File: config.mk
export PLATFORM = sky130hd
export DESIGN_NAME = floo_wormhole_credit_out
export DESIGN_NICKNAME = d
export VERILOG_FILES = /design/src/rtl/floo_wormhole_credit_out.sv
export SDC_FILE = /design/constraint.sdc
export NUM_CORES = 1
export LEC_CHECK = 0
export BUFFER_PORTS_ARGS = -buffer_cell sky130_fd_sc_hd__buf_2
export CAP_MARGIN = 20
export CORE_ASPECT_RATIO = 0.7
export CORE_MARGIN = 5
export CORE_UTILIZATION = 36
export CTS_BUF_LIST = sky130_fd_sc_hd__clkbuf_4 sky130_fd_sc_hd__clkbuf_8
export CTS_CLUSTER_DIAMETER = 60
export DETAILED_ROUTE_END_ITERATION = 7
export PLACE_DENSITY = 0.61
export SYNTH_ARGS = -nofsm -noshare
export SYNTH_HDL_FRONTEND = slang
export SYNTH_SLANG_ARGS = --single-unit
File: constraint.sdc
create_clock -name clk_i -period 2.24 [get_ports clk_i]
set_input_delay 0.448 -clock clk_i [delete_from_list [all_inputs] [get_ports clk_i]]
set_output_delay 0.448 -clock clk_i [all_outputs]
set_load 0.01 [all_outputs]
File: src/rtl/floo_wormhole_credit_out.sv
// floo_wormhole_credit_out: credit-based output link stage that registers arbitrated flits and tracks wormhole state.
// Define FLOO_WORMHOLE_CREDIT_OUT_STATS_EN to add flit_cnt_o/pkt_cnt_o statistics counters.
package floo_wormhole_credit_out_pkg;
  typedef struct packed {
    logic       last;
    logic [3:0] dst;
  } hdr_t;
  typedef struct packed {
    hdr_t        hdr;
    logic [15:0] payload;
  } flit_t;
endpackage

module floo_wormhole_credit_out #(
  parameter int unsigned NumCredits = 4,
  parameter type flit_t = floo_wormhole_credit_out_pkg::flit_t,
  parameter int unsigned CntWidth = $clog2(NumCredits + 1)
) (
  input  logic                clk_i,
  input  logic                rst_ni,
  input  logic                valid_i,
  output logic                ready_o,
  input  flit_t               data_i,
  output logic                valid_o,
  output flit_t               data_o,
  input  logic                credit_i,
  output logic [CntWidth-1:0] credits_o,
  output logic                in_packet_o,
  output logic                error_o
`ifdef FLOO_WORMHOLE_CREDIT_OUT_STATS_EN
  ,
  output logic [31:0]         flit_cnt_o,
  output logic [31:0]         pkt_cnt_o
`endif
);
  typedef enum logic {IDLE, PKT} state_e;
  state_e r_state, w_state_d;
  logic [CntWidth-1:0] r_credits, w_credits_d;
  logic r_valid, r_error, w_send, w_full, w_overflow;
  flit_t r_data;
  // ready comes only from the registered count, so there is no valid->ready path
  assign ready_o = r_credits != '0;
  assign w_send = valid_i & ready_o;
  assign w_full = r_credits == CntWidth'(NumCredits);
  assign w_overflow = credit_i & ~w_send & w_full;
  assign w_credits_d = (w_send & ~credit_i) ? r_credits - 1'b1 :
                       (credit_i & ~w_send & ~w_full) ? r_credits + 1'b1 : r_credits;
  assign valid_o = r_valid;
  assign data_o = r_data;
  assign credits_o = r_credits;
  assign in_packet_o = r_state == PKT;
  assign error_o = r_error;

  always_comb begin
    w_state_d = r_state;
    if (w_send) w_state_d = data_i.hdr.last ? IDLE : PKT;
  end

  always_ff @(posedge clk_i or negedge rst_ni) begin
    if (!rst_ni) begin
      r_state <= IDLE;
      r_credits <= CntWidth'(NumCredits);
      r_valid <= 1'b0;
      r_data <= '0;
      r_error <= 1'b0;
    end else begin
      r_state <= w_state_d;
      r_credits <= w_credits_d;
      r_valid <= w_send;
      if (w_send) r_data <= data_i;
      if (w_overflow) r_error <= 1'b1;
    end
  end

`ifdef FLOO_WORMHOLE_CREDIT_OUT_STATS_EN
  logic [31:0] r_flit_cnt, r_pkt_cnt;
  assign flit_cnt_o = r_flit_cnt;
  assign pkt_cnt_o = r_pkt_cnt;

  always_ff @(posedge clk_i or negedge rst_ni) begin
    if (!rst_ni) begin
      r_flit_cnt <= '0;
      r_pkt_cnt <= '0;
    end else if (w_send) begin
      r_flit_cnt <= r_flit_cnt + 32'd1;
      if (data_i.hdr.last) r_pkt_cnt <= r_pkt_cnt + 32'd1;
    end
  end
`endif

`ifndef SYNTHESIS
  a_no_overflow: assert property (@(posedge clk_i) disable iff (!rst_ni) !w_overflow)
    else $warning("credit returned while counter already full");
  // the arbiter lock keeps valid_i up for the whole packet unless we stall it
  a_pkt_contiguous: assert property (@(posedge clk_i) disable iff (!rst_ni) (r_state == PKT && ready_o) |-> valid_i)
    else $warning("valid_i dropped inside a packet");
`endif
endmodule

Word level (Yosys, flattened, before mapping)

Cells that the tools add are included.

Muxes and demuxes: 3
Bitwise gates (word level): 8
Reduce and logical (&&, ||, !) cells: 2
Equality and inequality tests: 1
$add $sub $neg: 2

Operators with widths:

| cell                | count |
|---|---|
| $mux 3              | 2 |
| $and 1x1->1         | 5 |
| $add 3x1->3 const B | 1 |
| $eq 3x3->1 const B  | 1 |
| $not 1->1           | 3 |
| $reduce_bool 3->1   | 1 |
| $sub 3x1->3 const B | 1 |
| $reduce_bool 2->1   | 1 |
| $mux 1              | 1 |

Input bits: 25
Output and inout bits: 28
Flip-flop bits (word level): 27

Depth between registers and ports, before layout

Gate-level depths: netlist (run 1).

Depth in word-level cells: 7
Depth in mapped cells: 8
Depth with buffers taken out: 7

Worst setup path after synthesis (run 1)

Ideal clock, no wire load.

Kind: reg-to-reg
Start: register r_credits[2], in the netlist credits_o[2]
End: register r_credits[1], in the netlist credits_o[1]
Required time: 2,153 ps
Data arrival time: 1,868 ps
Cell stages (with the launch flop): 9
Clock period less this slack: 1,955 ps
Setup time: 87 ps
Path slack: 285 ps
Cells stage by stage: dfstp_2 > buf_2 > inv_1 > nand2_1 > nand2_1 > fa_1 > nor4b_1 > a31oi_1 > o211ai_1

Cells in the longest elaborated chain, start to end: 6
Elaborated cells between the ends (all ways): 10
Classes of those cells: 1 x eq/ne; 1 x mux; 6 x bitwise; 2 x reduce/logical

Ends and longest elaborated chain:

| element                            | RTL line | source |
|---|---|---|
| from (decl)                        | 38       | `logic [CntWidth-1:0] r_credits, w_credits_d;` |
| from (signal assigned)             | 62       | `r_credits <= CntWidth'(NumCredits);` |
| from (signal assigned)             | 68       | `r_credits <= w_credits_d;` |
| $reduce_bool 3->1 *                | 42       | `assign ready_o = r_credits != '0;` |
| net ready_o                        | 22       | `output logic ready_o,` |
| $and 1x1->1 *                      | 43       | `assign w_send = valid_i & ready_o;` |
| $not 1->1                          | 47       | `(credit_i & ~w_send & ~w_full) ? r_credits + 1'b1 : r_credits;` |
| $and 1x1->1 (2 in a row)           | 47       |  |
| $reduce_bool 2->1 (no source line) | --       |  |

Mark *: on every way through the listed nets, which the timed path passes. The rest lies on a longest branch.
A chain may end at the register's enable or synchronous reset.

Final worst setup path (run 1)

Start: register r_credits[0], in the netlist credits_o[0]
End: register r_credits[1], in the netlist credits_o[1]

Cells in the longest elaborated chain, start to end: 6
Elaborated cells between the ends (all ways): 13
Classes of those cells: 2 x add/sub; 1 x eq/ne; 2 x mux; 6 x bitwise; 2 x reduce/logical

Ends and longest elaborated chain:

| element                            | RTL line |
|---|---|
| $reduce_bool 3->1                  | 42 |
| $and 1x1->1                        | 43 |
| $not 1->1                          | 47 |
| $and 1x1->1 (2 in a row)           | 47 |
| $reduce_bool 2->1 (no source line) | -- |

Several ways; a longest one is shown, not always the timed one. The select of a mux whose other input is x is not followed.

==> impl_metrics.json, run 1 <==
{
  "io_pins": 53,
  "yosysWarnings": 0,
  "hpwl_mm": 1.89,
  "synth.area.mux_share_pct": 19.5,
  "post-place-ws_ns": 0.101,
  "netlist_area_um2": 1210,
  "rr_endpoint": "credits_o[1]",
  "grt_max_degree": 28,
  "cp-end-kind": "register",
  "fin_util_pct": 48.0,
  "synth_area_leaders": "dfrtp_1, mux2_2, buf_6",
  "hp-class": "input pin to asynchronous set/reset pin",
  "post_cts_buffers": 0,
  "die_area_um2": 4660,
  "fin_nets": 169,
  "drt_first_iter_violations": 39,
  "synthAdderAreaFrac_pct": 1.65,
  "synth-compound-area-share_pct": 10.3,
  "ff_latch_area_um2": 677,
  "slew_violations": 0,
  "dieWidth_um": 79.4,
  "cp.arrival_ns": 2.16,
  "worstPathMaxFanout": 10,
  "p_total_mw": 1.78,
  "finClkSkew_ns": 0.00675,
  "clkTransAtPathRegs_ns": 0.09,
  "hold_viol": 0,
  "cts_tree": "done",
  "clock_latency_ns": 0.27,
  "cap_violations": 0,
  "syn_inst": 91,
  "antenna-diode-count": 0,
  "setup.worst_path.class": "register to register",
  "finalSetupViolCount": 0,
  "die_y_um": 58.6,
  "yosysTopAreaCell": "dfrtp_1",
  "antenna_found_initial": 0,
  "cts_max_level": 1,
  "area_delta_synth_final_pct": 26.1,
  "status": "finished, final reports clean",
  "power-per-cell-area_nw_per_um2": 1160,
  "post-route-period-util_pct": 87.9,
  "cts-buffers-inserted": 3,
  "postRouteAntennaNets": 0,
  "cts_resized": 0,
  "vias": 887,
  "worst_pin_slew_ns": 0.588,
  "ff2ff_setup_slack_ns": 0.27,
  "num_rows": 17,
  "viasPerCell": 4.93,
  "startpoint_type": "register",
  "syn_avg_cell_area_um2": 13.4,
  "synth-seq-cells": 27,
  "synth_top_area_share_pct": 53.6,
  "multi_input_area_um2": 470,
  "ctsHoldBuffers": 0,
  "p_leak_nw": 0.734,
  "cts_root_buf": "clkbuf_8",
  "portBuffers": 52,
  "synth_top_family_by_area": "multiplexers",
  "synth_fp_nets": 117,
  "synth_cell_types": 29,
  "grt_pass1_wl_mm": 3.91,
  "grt_usage_pct": 10.7,
  "drc": 0,
  "start_util_pct": 38.1,
  "gr-total-overflow": 0,
  "rr_worst_depth": 7,
  "ir_drop_v": 0.000411,
  "wl_per_cell_um": 13.6,
  "rsz0062_at_grt": "false",
  "first_pass_iters": 2,
  "layout_min_cycle_time_ns": 1.97,
  "cp.required_ns": 2.43,
  "globalplace.congestion": 0.678,
  "cts_num_sinks": 27,
  "r2r-start": "credits_o[0]",
  "grt_pass1_vias": 880,
  "relSlewSlack_pct": 60.8,
  "synth-simple-area-share_pct": 7.31,
  "drt_wl_total_mm": 2.45,
  "n_fill_cell": 303,
  "fmax_mhz": 508,
  "seq_area_frac_synth_pct": 55.7,
  "layout_setup_ws_ns": 0.272,
  "drive_gt1_share_pct": 57.0,
  "cts_buffer_depth": 2,
  "yosys.area_share.xor_xnor_pct": 0,
  "fin_setup_tns_ns": 0,
  "placeableCoreArea_um2": 3190
}
## cell usage after synthesis
library cell	number
o22ai_1	1
buf_2	3
a21oi_1	3
o21ai_0	2
dfstp_2	1
dfrtp_1	26
o211ai_1	2
a31o_2	1
clkbuf_1	1
a21o_1	1
or2_2	1
nor4bb_1	1
mux2_1	2
mux2_2	19
nand2_1	3
nand3b_1	2
nor2b_1	2
nor2_1	3
o31ai_4	1
inv_1	4
nor4b_1	1
o22a_1	2
buf_6	3
a22oi_1	1
nand2b_1	1
o211a_1	1
or2b_1	1
a31oi_1	1
fa_1	1
## metal layers
layer	part of all wire [%]	vias to the layer above	GRT usage, %
met1	44	435	12.8
met3	8.5	2	4.28
li1	-	419	-
met2	47	31	17.5
met5	0	-	0
met4	0.94	0	3.68
## state kept, by name, indices dropped and copies added, names as in the netlist
name	cells
data_o	21
valid_o	1
error_o	1
in_packet_o	1
credits_o	3
## kinds of logic after synthesis
kind of cell | after synthesis
DFF | 27
buffers and inverters | 11
AOI/OAI and AO/OA | 16
muxes | 21
and+or+nand+nor | 15
adders and majority gates | 1
## critical path: stages (launching register included)
cell and delay (ns):
dfrtp_1 0.50, nor2_1 0.24, nand2_1 0.10, nand2_1 0.08
fa_1 0.44, nor4b_1 0.33, a31oi_1 0.09, o211ai_1 0.11
## how the worst max path moves through the flow
stage | to | depth (start not counted) | start
2_1_floorplan | credits_o[1] | 8 | credits_o[2]
3_3_place_gp | credits_o[1] | 7 | valid_i
3_5_place_dp | credits_o[1] | 7 | valid_i
4_1_cts | credits_o[1] | 7 | credits_o[0]
5_1_grt | credits_o[1] | 7 | credits_o[0]
6_report | credits_o[1] | 7 | credits_o[0]
## metrics by stage
stage / instance area, um^2 / cells / hold WS [ns]
after floorplan: 1210 / 91 / 0.152
after global placement: 1490 / 176 / 0.456
after detailed placement: 1490 / 176 / 0.456
after CTS: 1530 / 180 / 0.188
after global routing: 1530 / 180 / 0.224
final: 1530 / 180 / 0.166
## cell type report
type	instances	area share, %
multi-input combinational	53	30.7
tap	38	3.10
clock buffer	3	2.70
sequential	27	44.2
timing repair buffer	54	18.0
clock inverter	1	0.327
inverter	4	0.980
## cell usage in the layout (no fill, tap or decap), types with 2 or more instances in the layout
cell type	synthesis	routed
nor2b_1	2	2
dfrtp_1	26	26
buf_4	0	2
o211ai_1	2	2
nor2_1	3	3
mux2_2	19	19
o21ai_0	2	2
inv_1	4	4
a21oi_1	3	3
clkbuf_8	0	3
o22a_1	2	2
mux2_1	2	2
buf_2	3	52
nand3b_1	2	2
nand2_1	3	3
## power breakdown
| part | switching [mW] | internal [mW] |
|---|---|---|
| combinational | 0.364 | 0.375 |
| clock | 0.143 | 0.124 |
| sequential | 0.111 | 0.658 |
| total | 0.618 | 1.16 |
(Power assumes the default switching activity.)
==> inputs of run 2 (changes only) <==
--- a/config.mk
+++ b/config.mk
@@ -9,11 +9,11 @@
 export CAP_MARGIN = 20
 export CORE_ASPECT_RATIO = 0.7
 export CORE_MARGIN = 5
-export CORE_UTILIZATION = 36
+export CORE_UTILIZATION = 40
 export CTS_BUF_LIST = sky130_fd_sc_hd__clkbuf_4 sky130_fd_sc_hd__clkbuf_8
 export CTS_CLUSTER_DIAMETER = 60
 export DETAILED_ROUTE_END_ITERATION = 7
-export PLACE_DENSITY = 0.61
+export PLACE_DENSITY = 0.67
 export SYNTH_ARGS = -nofsm -noshare
 export SYNTH_HDL_FRONTEND = slang
 export SYNTH_SLANG_ARGS = --single-unit
==> run 2 against run 1 <==
  * Clock-buffer cell count did not move
  * Sequential share of layout area rose by 0.072 points
  * Clock power fell by 2%
  * Final cell count fell by 1.1%
  * Non-clock buffer count did not move
  * Combinational power rose by 0.8%
  * Critical path type unchanged
  * Critical endpoint unchanged
==> impl_metrics.json, run 2 (synthesis gave the netlist of run 1 again) <==
{
  "postRouteAntennaNets": 0,
  "cpMaxStageDelayCell": "dfrtp_1",
  "drive_gt1_share_pct": 57.0,
  "cp.required_ns": 2.42,
  "dieWidth_um": 75.9,
  "post-route-period-util_pct": 86.9,
  "finClkSkew_ns": 0.00273,
  "hold_viol": 0,
  "cap_violations": 0,
  "cts_root_buf": "clkbuf_8",
  "ctsHoldBuffers": 0,
  "final_cell_count_no_fill": 178,
  "largest_register_ffs": 21,
  "post_cts_buffers": 0,
  "num_rows": 16,
  "power-per-cell-area_nw_per_um2": 1160,
  "io_pins": 53,
  "grt_pass1_vias": 855,
  "post-place-ws_ns": 0.173,
  "antenna-diode-count": 0,
  "drt_first_iter_violations": 32,
  "hp-class": "input pin to asynchronous set/reset pin",
  "die_area_um2": 4260,
  "globalplace.congestion": 0.772,
  "dp.cells": 174,
  "fin_util_pct": 53.4,
  "first_pass_iters": 4,
  "ir_drop_v": 0.000436,
  "placeableCoreArea_um2": 2860,
  "fin_setup_tns_ns": 0,
  "post_dp_cell_area_um2": 1480,
  "status": "finished, final reports clean",
  "cts_num_sinks": 27,
  "max_stage_delay_ns": 0.50,
  "worst_pin_slew_ns": 0.573,
  "gr-total-overflow": 0,
  "fin_nets": 169,
  "drt_wl_total_mm": 2.43,
  "p_leak_nw": 0.734,
  "cts_resized": 0,
  "finalSetupViolCount": 0,
  "crit_top_cell": "nand2_1",
  "layout_min_cycle_time_ns": 1.95,
  "area_delta_synth_final_pct": 25.8,
  "rsz0062_at_grt": "false",
  "grt_usage_pct": 11.6,
  "portBuffers": 52,
  "startpoint_type": "register",
  "vias": 863,
  "worstPathMaxFanout": 10,
  "relSlewSlack_pct": 61.8,
  "layout_setup_ws_ns": 0.294,
  "cp-end-kind": "register",
  "fmax_mhz": 514,
  "drc": 0,
  "grt_max_degree": 28,
  "cts-buffers-inserted": 3,
  "setup.worst_path.class": "register to register",
  "final_cell_mix": "buf_2, dfrtp_1, mux2_2",
  "wl_per_cell_um": 13.6,
  "final_design_area_no_fill_um2": 1530,
  "cts_max_level": 1,
  "slew_violations": 0,
  "final_common_cell": "buf_2",
  "start_util_pct": 42.4,
  "viasPerCell": 4.85,
  "crit_path_cell_trace": "nor2_1 > nand2_1 > nand2_1 > fa_1 > nor4b_1 > a31oi_1 > o211ai_1",
  "clock_latency_ns": 0.26,
  "cts_tree": "done",
  "cp.arrival_ns": 2.13,
  "hpwl_mm": 1.89,
  "grt_pass1_wl_mm": 3.88,
  "die_y_um": 56.1,
  "clkTransAtPathRegs_ns": 0.08,
  "antenna_found_initial": 0,
  "cts_buffer_depth": 2
}
[run 2: critical path: cells and delay by family, from the launching register on]
family / cells / cell delay, ns
AOI/OAI and AO/OA: 2 / 0.16
adders and majority gates: 1 / 0.45
DFF: 1 / 0.50
and+or+nand+nor: 4 / 0.73
[run 2: metal layers]
layer | track usage (%) | part of all wire (%) | vias to the layer above
met1 | 14.6 | 41 | 416
met3 | 4.87 | 7.7 | 0
met2 | 18.4 | 51 | 26
li1 | - | - | 421
met5 | 0 | 0 | -
met4 | 2.74 | 0 | 0
[run 2: area by class of cell]
class	count	area (um^2)
flip-flops and latches	27	677
fillers	247	1330
clock buffers	3	41.3
inverters	4	15.0
clock inverters	1	5.00
well taps	36	45.0
multi-input cells	53	470
repair buffers	54	275
[run 2: through the flow]
stage | hold WS [ns] | power, mW
4_1_cts | 0.189 | 1.81
3_3_place_gp | 0.450 | 1.50
2_1_floorplan | 0.152 | 1.28
3_5_place_dp | 0.459 | 1.54
5_1_grt | 0.222 | 1.90
6_report | 0.172 | 1.77
[run 2: worst paths after layout]
| path | startpoint | endpoint | slack, ns | depth (start not counted) |
|---|---|---|---|---|
| max in group asynchronous | rst_ni | credits_o[2] | 1.69 | 1 |
| hold / removal | rst_ni | data_o[5] | 0.17 | 1 |
| min in group clk_i | data_i[20] | in_packet_o | 0.38 | 2 |
| setup reg to reg | credits_o[0] | credits_o[1] | 0.29 | 7 |
| setup / recovery | credits_o[0] | credits_o[1] | 0.29 | 7 |
| hold reg to reg | error_o | error_o | 0.47 | 1 |
[run 2: report_power, final]
group	switching, mW	internal (mW)
Sequential	0.110	0.658
Clock	0.137	0.124
Combinational	0.370	0.376
==> inputs of run 3 (changes only) <==
--- a/config.mk
+++ b/config.mk
@@ -14,6 +14,7 @@
 export CTS_CLUSTER_DIAMETER = 60
 export DETAILED_ROUTE_END_ITERATION = 7
 export PLACE_DENSITY = 0.67
+export RECOVER_POWER = 50
 export SYNTH_ARGS = -nofsm -noshare
 export SYNTH_HDL_FRONTEND = slang
 export SYNTH_SLANG_ARGS = --single-unit
==> constraint.sdc (replaced) <==
create_clock -name clk_i -period 2.24 [get_ports clk_i]
set_input_delay 0.336 -clock clk_i [delete_from_list [all_inputs] [get_ports clk_i]]
set_output_delay 0.336 -clock clk_i [all_outputs]
set_load 0.01 [all_outputs]
==> run 3 against run 2 <==
  * Via count grew 1.9%
  * Combinational power is 3.5% lower
  * Sequential share of layout area up 0.51 points
  * Flip-flop and latch count unchanged
  * Sequential power rose by 0.5%
  * Critical path depth unchanged
  * Clock power about the same
  * Design area is 1.1% lower
  * First-iteration DRC count shrank 38%
  * Clock-buffer cell count is the same
  * Critical path type unchanged
  * Largest power group unchanged
==> impl_metrics.json, run 3 (synthesis gave the netlist of run 1 again) <==
{
  "status": "finished, final reports clean",
  "n_fill_cell": 278,
  "largest_register_ffs": 21,
  "startpoint_type": "register",
  "cts_root_buf": "clkbuf_8",
  "post-place-ws_ns": 0.215,
  "crit_family": "simple AND/OR/NAND/NOR gates",
  "die_area_um2": 4260,
  "worstPathMaxFanout": 10,
  "cts_buffer_depth": 2,
  "clock_latency_ns": 0.26,
  "slew_violations": 0,
  "layout_min_cycle_time_ns": 1.93,
  "post-route-period-util_pct": 86.0,
  "area_delta_synth_final_pct": 24.4,
  "viasPerCell": 4.94,
  "cts_max_level": 1,
  "placeableCoreArea_um2": 2860,
  "hpwl_mm": 1.88,
  "cts_resized": 0,
  "fin_util_pct": 52.8,
  "rsz0062_at_grt": "false",
  "crit_path_cell_trace": "nor2_1 > nand2_1 > nand2_1 > fa_1 > nor4b_1 > a31oi_1 > o211ai_1",
  "start_util_pct": 42.4,
  "dieWidth_um": 75.9,
  "final_cell_mix": "buf_2, dfrtp_1, mux2_2",
  "io_pins": 53,
  "relSlewSlack_pct": 1.45,
  "drt_first_iter_violations": 20,
  "crit_top_cell": "nand2_1",
  "ctsHoldBuffers": 0,
  "clkTransAtPathRegs_ns": 0.09,
  "vias": 879,
  "drt_wl_total_mm": 2.47,
  "cts_tree": "done",
  "hp-class": "input pin to register",
  "fin_nets": 169,
  "grt_usage_pct": 11.3,
  "num_rows": 16,
  "drc": 0,
  "grt_max_degree": 28,
  "drive_gt1_share_pct": 47.2,
  "post_cts_buffers": 0,
  "finalSetupViolCount": 0,
  "cap_violations": 0,
  "p_leak_nw": 0.696,
  "cp-end-kind": "register",
  "power-per-cell-area_nw_per_um2": 1160,
  "grt_pass1_vias": 845,
  "final_design_area_no_fill_um2": 1510,
  "final_cell_count_no_fill": 178,
  "cts-buffers-inserted": 3,
  "cts_num_sinks": 27,
  "gr-total-overflow": 0,
  "final_common_cell": "buf_2",
  "cpMaxStageDelayCell": "dfrtp_1",
  "die_y_um": 56.1,
  "cp.required_ns": 2.43,
  "grt_pass1_wl_mm": 3.80,
  "antenna-diode-count": 0,
  "first_pass_iters": 4,
  "finClkSkew_ns": 0.00264,
  "cp.arrival_ns": 2.11,
  "fmax_mhz": 519,
  "dp.cells": 174,
  "portBuffers": 52,
  "hold_viol": 0,
  "max_stage_delay_ns": 0.50,
  "setup.worst_path.class": "register to register",
  "antenna_found_initial": 0,
  "ir_drop_v": 0.000424,
  "path_buf_inv": 0,
  "postRouteAntennaNets": 0,
  "globalplace.congestion": 0.795,
  "fin_setup_tns_ns": 0,
  "post_dp_cell_area_um2": 1480,
  "layout_setup_ws_ns": 0.314,
  "p_total_mw": 1.75,
  "worst_pin_slew_ns": 1.48,
  "whs_ns": 0.275,
  "wl_per_cell_um": 13.9
}
run 3: changes by cell type in the layout (fill, tap and decap cells not counted), sizes merged:
cell | before | now
clkbuf | 3 | 17
buf | 54 | 40
run 3: final timing paths:
check / startpoint / end / slack (ns) / cells after the start
setup reg to reg: credits_o[0] / credits_o[1] / 0.31 / 7
hold / removal: data_i[20] / in_packet_o / 0.28 / 2
max in group asynchronous: rst_ni / data_o[19] / 0.97 / 1
hold reg to reg: error_o / error_o / 0.48 / 1
min in group asynchronous: rst_ni / data_o[5] / 0.41 / 1
setup / recovery: credits_o[0] / credits_o[1] / 0.31 / 7
run 3: routing by layer:
| metal | routed length (um) | track usage, % | vias up |
|---|---|---|---|
| li1 | - | - | 419 |
| met1 | 1050 | 14.5 | 433 |
| met4 | 21 | 2.24 | 0 |
| met2 | 1210 | 18.8 | 25 |
| met5 | 0 | 0 | - |
| met3 | 186 | 3.25 | 2 |
run 3: final cells by class:
type | count | area, um^2 | area share, %
inverters | 4 | 15.0 | 0.993
clock buffers | 3 | 41.3 | 2.73
multi-input cells | 53 | 470 | 31.1
repair buffers | 54 | 258 | 17.1
well taps | 36 | 45.0 | 2.98
clock inverters | 1 | 5.00 | 0.331
flip-flops and latches | 27 | 677 | 44.8
run 3: power by group:
part           internal, mW  total [mW]  switching (mW)
registers             0.658       0.772           0.114
clock network         0.124       0.263           0.138
logic                 0.354       0.719           0.365
